<file path="src/rtl/env_adsr.sv">
// ADSR envelope generator: a 2*WIDTH-bit level accumulator stepped on the
// sample-rate tick, with the upper WIDTH bits driven out as the VCA control voltage.
module env_adsr #(
    parameter int WIDTH = 8
) (
    input  logic             clk,
    input  logic             rst_n,
    input  logic             tick,
    input  logic             gate,
    input  logic [WIDTH-1:0] attack,
    input  logic [WIDTH-1:0] decay,
    input  logic [WIDTH-1:0] sustain,
    // "release" is a reserved word, so the release rate is carried on rel.
    input  logic [WIDTH-1:0] rel,
    output logic [WIDTH-1:0] cv,
    output logic [2:0]       state,
    output logic             busy,
    output logic             done
);
    localparam int LW = 2 * WIDTH;

    typedef enum logic [2:0] {
        ST_IDLE    = 3'd0,
        ST_ATTACK  = 3'd1,
        ST_DECAY   = 3'd2,
        ST_SUSTAIN = 3'd3,
        ST_RELEASE = 3'd4
    } adsr_state_t;

    adsr_state_t     state_q, state_d;
    logic [LW-1:0]   level_q, level_d;
    logic            gate_prev_q, gate_prev_d;
    logic            done_q, done_d;

    // Steps are 1..2^WIDTH; every compare is done one bit wider than the level.
    logic [WIDTH:0]  step_a, step_d, step_r;
    logic [LW:0]     ext_a, ext_d, ext_r, lvl_ext, sus_ext, att_sum;

    assign step_a  = {1'b1, {WIDTH{1'b0}}} - {1'b0, attack};
    assign step_d  = {1'b1, {WIDTH{1'b0}}} - {1'b0, decay};
    assign step_r  = {1'b1, {WIDTH{1'b0}}} - {1'b0, rel};
    assign ext_a   = {{(LW-WIDTH){1'b0}}, step_a};
    assign ext_d   = {{(LW-WIDTH){1'b0}}, step_d};
    assign ext_r   = {{(LW-WIDTH){1'b0}}, step_r};
    assign lvl_ext = {1'b0, level_q};
    assign sus_ext = {1'b0, sustain, {WIDTH{1'b0}}};
    assign att_sum = lvl_ext + ext_a;

    // NOTE: sequential state uses non-blocking assignments so every register
    // samples the pre-edge values, independent of statement order.
    always_ff @(posedge clk or negedge rst_n) begin
        if (!rst_n) begin
            state_q     <= ST_IDLE;
            level_q     <= '0;
            gate_prev_q <= 1'b0;
            done_q      <= 1'b0;
        end else begin
            state_q     <= state_d;
            level_q     <= level_d;
            gate_prev_q <= gate_prev_d;
            done_q      <= done_d;
        end
    end

    // NOTE: every output of this block is given a default first, so no path
    // leaves a value unassigned and no latch is inferred.
    always_comb begin
        state_d     = state_q;
        level_d     = level_q;
        gate_prev_d = gate_prev_q;
        done_d      = 1'b0;
        if (tick) begin
            gate_prev_d = gate;
            if (gate && !gate_prev_q) begin
                state_d = ST_ATTACK;
            end else if (!gate && gate_prev_q &&
                         (state_q == ST_ATTACK || state_q == ST_DECAY ||
                          state_q == ST_SUSTAIN)) begin
                state_d = ST_RELEASE;
            end else begin
                unique case (state_q)
                    ST_IDLE: level_d = '0;
                    ST_ATTACK: begin
                        if (att_sum >= {1'b0, {LW{1'b1}}}) begin
                            level_d = {LW{1'b1}};
                            state_d = ST_DECAY;
                        end else begin
                            level_d = att_sum[LW-1:0];
                        end
                    end
                    ST_DECAY: begin
                        if (lvl_ext <= sus_ext + ext_d) begin
                            level_d = sus_ext[LW-1:0];
                            state_d = ST_SUSTAIN;
                        end else begin
                            level_d = level_q - ext_d[LW-1:0];
                        end
                    end
                    ST_SUSTAIN: level_d = sus_ext[LW-1:0];
                    ST_RELEASE: begin
                        if (lvl_ext <= ext_r) begin
                            level_d = '0;
                            state_d = ST_IDLE;
                            done_d  = 1'b1;
                        end else begin
                            level_d = level_q - ext_r[LW-1:0];
                        end
                    end
                    default: begin
                        level_d = '0;
                        state_d = ST_IDLE;
                    end
                endcase
            end
        end
    end

    assign cv    = level_q[LW-1:WIDTH];
    assign state = state_q;
    assign busy  = (state_q != ST_IDLE);
    assign done  = done_q;
endmodule

</file>
<file path="config.mk">
export PLATFORM = sky130hd
export DESIGN_NAME = env_adsr
export DESIGN_NICKNAME = d
export VERILOG_FILES = /design/src/rtl/env_adsr.sv
export SDC_FILE = /design/constraint.sdc
export NUM_CORES = 1
export LEC_CHECK = 0
export CORE_UTILIZATION = 58
export CTS_BUF_LIST = sky130_fd_sc_hd__clkbuf_2
export CTS_CLUSTER_DIAMETER = 30
export DETAILED_ROUTE_END_ITERATION = 10
export GPL_ROUTABILITY_DRIVEN = 0
export GPL_TIMING_DRIVEN = 0
export HOLD_SLACK_MARGIN = 0.05
export PLACE_DENSITY = 0.83
export SETUP_SLACK_MARGIN = 0.4
export SLEW_MARGIN = 10
export SYNTH_ARGS = -nofsm -noshare
export SYNTH_HDL_FRONTEND = slang
export SYNTH_SLANG_ARGS = --single-unit
export TNS_END_PERCENT = 10
</file>
<file path="constraint.sdc">
create_clock -name clk -period 3 [get_ports clk]
set_input_delay 0.6 -clock clk [delete_from_list [all_inputs] [get_ports clk]]
set_output_delay 0.6 -clock clk [all_outputs]
set_load 0.05 [all_outputs]
</file>
[Word-level counts from Yosys, hierarchy flattened]
Index checks and enable logic that the tools add are counted.
Word-level totals
  bits in latches: 0
  RAM bits: 0
  memories kept: 0
  output and inout port bits: 13
  register bits: 21
  ROM bits: 0
Cells by class
  mux-type cells: 15
  $add $sub $neg: 7
  multipliers: 0
  $lt $le $gt $ge: 3
  equal/unequal tests: 8
  bitwise gates (word level): 2
  shifts and indexed selects: 0
  reductions and logical operators: 12
  divide/modulo/power cells: 0
Operators by type and width (number)
  $pmux 16 s4: 1
  $mux 16: 3
  $add 16x9->17: 2
  $sub 16x9->16: 2
  $sub 9x8->9 const A: 3
  $ge 17x16->1 const B: 1
  $le 16x17->1: 1
  $le 16x9->1: 1
  $mux 3: 5
  $pmux 3 s4: 1
  $ne 4x2->1 const B: 2
  $eq 3x2->1 const B: 2
  $mux 1: 5
  $reduce_and 5->1: 1
  $ne 4x4->1 const B: 1
  $eq 3x1->1 const B: 1
  $eq 3x3->1 const B: 1
  $logic_and 1x1->1: 3
  $logic_not 3->1: 1
  $ne 3x1->1 const B: 1
  $reduce_and 3->1: 1
  $reduce_bool 3->1: 1
  $logic_not 1->1: 2
  $logic_or 1x1->1: 2
  2 further kinds: 3

[Logic depth before layout (Yosys ltp)]
  depth after elaboration: 7
  gate-level depth with buffers: 19
  mapped depth without buffers: 19

[Least setup slack after synthesis]
Ideal clock, no wire load.
  path kind: input-to-reg
  start point: in decay[3]
  end point: reg level_q[14]
  setup time: 0.087 ns
  buffers on the path: 0
  cell stages on the path: 17
  path slack: -0.862 ns
  data arrival time: 3.775 ns
  cells stage by stage: nor4_1 nand2_1 or3_1 inv_1 ha_1 ha_1 nand2_1 nor2_1 xnor2_1 ha_1 nand3_1 nor3_2 o21ai_2 a2111o_1 o22ai_1 a21oi_1 o211ai_1
Between the ends
  word-level cells in the longest chain between the ends: 5
  elaborated cells between the ends (all ways): 6
  those cells by class: add/sub (3); order compare (1); mux (2)
RTL lines
  from (decl): line 11  | input logic [WIDTH-1:0] decay,
  $sub 9x8->9 *: line 40  | assign step_d = {1'b1, {WIDTH{1'b0}}} - {1'b0, decay};
  $add 16x9->17: line 92  | if (lvl_ext <= sus_ext + ext_d) begin
  $le 16x17->1: line 92
  $mux 16 *: line 92
  $pmux 16 s4 *: line 81  | unique case (state_q)
  to (signal assigned): line 59  | level_q <= level_d;
  to (decl): line 31  | logic [LW-1:0] level_q, level_d;
Every way passes the cells marked *; elsewhere a longest branch is shown, timed or not.
A chain may end at the register's enable or synchronous reset.

[Worst setup path in the final report]
  start point: in decay[4]
  end point: reg level_q[15]
Same word-level chain as after synthesis.

==> reports/metrics.cfg <==
[outcome]
status=complete, but fails checks
violations=negative setup slack

[logic_synthesis]
synth_seq_cells=21
yosysMostFrequentCell=nor2_1
synth_top_area_frac=0.143
async_flop_share=1.00
synth-edff-count=0
synthCells=475
synth_area_leaders=dfrtp_1, ha_1, xor2_1
ys_warn_count=0
synth.distinct_cells=73
avgSynthCellArea_um2=7.76
synth_top_area_cell=dfrtp_1
syn_nets=555
synth_common_cells=nor2_1, ha_1, nand2_1, a21oi_1, xor2_1
ys_seq_area_frac=0.143
ys.flop_type=dfrtp_1
synth_area_um2=3690

[power_and_ir_drop]
clockPowerShare=0.038
internal_power_mw=1.57
leakagePower_nw=1.89
power_switching_mw=2.02
comb_power_share=0.809
ir_drop_mv=0.544
p_sw_frac=0.563
seq_power_share=0.152
power_density_nw_per_um2=770

[grt]
antenna_found_initial=0
grt_max_degree=22
grtUsageTotal=0.343
grt_pass1_vias=3639
grt_pass1_wl_mm=17.4
grt_overflow=0

[sta]
setup_viol=20
holdWs_ps=604
tightest_slew_ps=1030
setup_ws_ps=-848
fmax_ghz=0.260
skew_ps=13.0
hold_viol=0
rsz0062_at_grt=true
drv_slew=0
relSlewSlack=0.313
tns_ps=-13280
min_period_ps=3850
min_period_over_period=1.28

[clocking]
ctsHoldBuffers=0
clk_pin_slew_ps=240
cts_tree=built
clock-root-buffer=clkbuf_2
cts.path.max_buffers=2
cts_buffers=3
clkSinkCount=21
worst_skew_pair.late_latency_ps=360
htree_levels=1

[die]
start_util=0.612
rows=28
die_h_um=81.7
die_w_um=81.7
core_um2=6030
die_area_um2=6680
pin_count=49

[setup_path]
endpoint_kind=flop
required_ps=3290
critPathLaunchType=primary input
crit_fanout=7
crit_type=in -> reg
arrival_ps=4140

[layout]
fill_cells=462
drive_above_1_share=0.208
design_area_um2=4660
diodes=0
seq_area_um2=527
area_growth_pct=26.3
nets=619
multi_input_area_um2=3250

[route]
firstDrtPassIters=6
drtIter0Drc=323
wire_per_inst_um=18.3
ant_nets=0
drc=0
wirelength_mm=11.2
detail_route.vias_per_cell=6.56
via_count=4020

[min_path]
hp-class=reg -> reg

[flow_run]
max_cap_violations=0

[placed_design]
port_buffers=47
dp_hpwl_mm=8.58
placed_area_um2=4310

-- path summary, 6_finish.rpt --
check,start,to,slack (ps),depth (start not counted)
min in group asynchronous,rst_n,level_q[7]$_DFFE_PN0P_,770,1
max in group asynchronous,rst_n,level_q[13]$_DFFE_PN0P_,1560,1
worst min-delay path,gate_prev_q$_DFFE_PN0P_,gate_prev_q$_DFFE_PN0P_,600,1
worst max register to register,level_q[0]$_DFFE_PN0P_,level_q[1]$_DFFE_PN0P_,80,9
worst max-delay path,decay[4],level_q[15]$_DFFE_PN0P_,-850,18
worst min register to register,gate_prev_q$_DFFE_PN0P_,gate_prev_q$_DFFE_PN0P_,600,1
-- layout by cell type, fill, tap and decap left out, types with 4 or more instances in the layout --
| cell type | n |
|---|---|
| nor2_1 | 39 |
| nand2_1 | 38 |
| ha_1 | 37 |
| clkdlybuf4s50_1 | 36 |
| a21oi_1 | 35 |
| xnor2_1 | 22 |
| xor2_1 | 22 |
| buf_4 | 22 |
| dfrtp_1 | 20 |
| inv_1 | 19 |
| o21ai_0 | 19 |
| nor3_1 | 13 |
| nand3_1 | 13 |
| o21ai_1 | 13 |
| buf_2 | 10 |
| nor2b_1 | 9 |
| or3_1 | 6 |
| a21o_1 | 6 |
| o21a_1 | 6 |
| a211oi_2 | 6 |
| a31oi_1 | 6 |
| nand4_1 | 5 |
| nor3_2 | 4 |
| nor2_2 | 4 |
| nor4_1 | 4 |
| nand2b_1 | 4 |
| o31a_1 | 4 |
| a21oi_2 | 4 |
| a211oi_1 | 4 |
| a221oi_2 | 4 |
| o22ai_2 | 4 |
| ha_4 | 4 |
| clkbuf_2 | 4 |
-- power groups by stage --
| stage | logic, mW | clock network, mW | registers (mW) |
|---|---|---|---|
| detailed placement | 2.57 | 0 | 0.540 |
| CTS | 2.74 | 0.131 | 0.536 |
| global placement | 2.50 | 0 | 0.537 |
| global route | 3.12 | 0.144 | 0.554 |
| finish | 2.90 | 0.137 | 0.546 |
| floorplan | 1.95 | 0 | 0.507 |
-- flip-flops by register name (all words and copies together), names as in the netlist --
signal       count
done             1
gate_prev_q      1
level_q         16
state            3
-- per-layer routing --
metal | part of all wire | up-vias | GRT usage
li1 | - | 1896 | -
met3 | 0.085 | 39 | 0.0678
met2 | 0.47 | 198 | 0.574
met4 | 0.032 | 0 | 0.119
met1 | 0.41 | 1887 | 0.435
met5 | 0 | - | 0
-- critical path: stages --
cell      delay, ps
buf_8           100
nor4_4          300
nand2_2          80
or3_4           370
inv_4            70
ha_4            150
ha_4            160
nand3_4          80
xor2_2          160
ha_1            300
nand4_1         120
buf_4           180
nor3_4          200
o21ai_4         120
a2111o_1        580
o211ai_1        340
o21ai_1         130
o21ai_1         100
-- what timing repair did --
| item | 4_1_cts | 5_1_grt |
|---|---|---|
| resized for setup | 60 | 24 |
| endpoints found under the setup margin | 20 | 23 |
| pin swaps | 22 | 15 |
| buffers inserted | 9 | 3 |
-- final cells by class --
type                    count  share of cell area
plain buffers              20              0.0274
clock buffers               4             0.00430
inverters                  21              0.0175
multi-input cells         413               0.699
flip-flops and latches     21               0.113
well taps                  75              0.0202
repair buffers             59               0.119
-- kinds of logic after synthesis --
family / Yosys count / synth area share
simple gates: 169 / 0.236
compound gates: 153 / 0.298
xor+xnor: 45 / 0.107
fa+ha+maj: 44 / 0.155
buf+inv: 41 / 0.0560
flops: 21 / 0.143
mux: 2 / 0.00577
-- per-stage QoR --
stage / instances / utilization / total power, mW / worst slack (ps)
6_report: 613 / 0.773 / 3.58 / -848
5_1_grt: 613 / 0.773 / 3.82 / -971
4_1_cts: 610 / 0.754 / 3.41 / -825
3_5_place_dp: 597 / 0.715 / 3.11 / -1800
3_3_place_gp: 597 / 0.715 / 3.04 / -1700
2_1_floorplan: 475 / - / 2.45 / -731
Power figures use the tool's default switching activity.
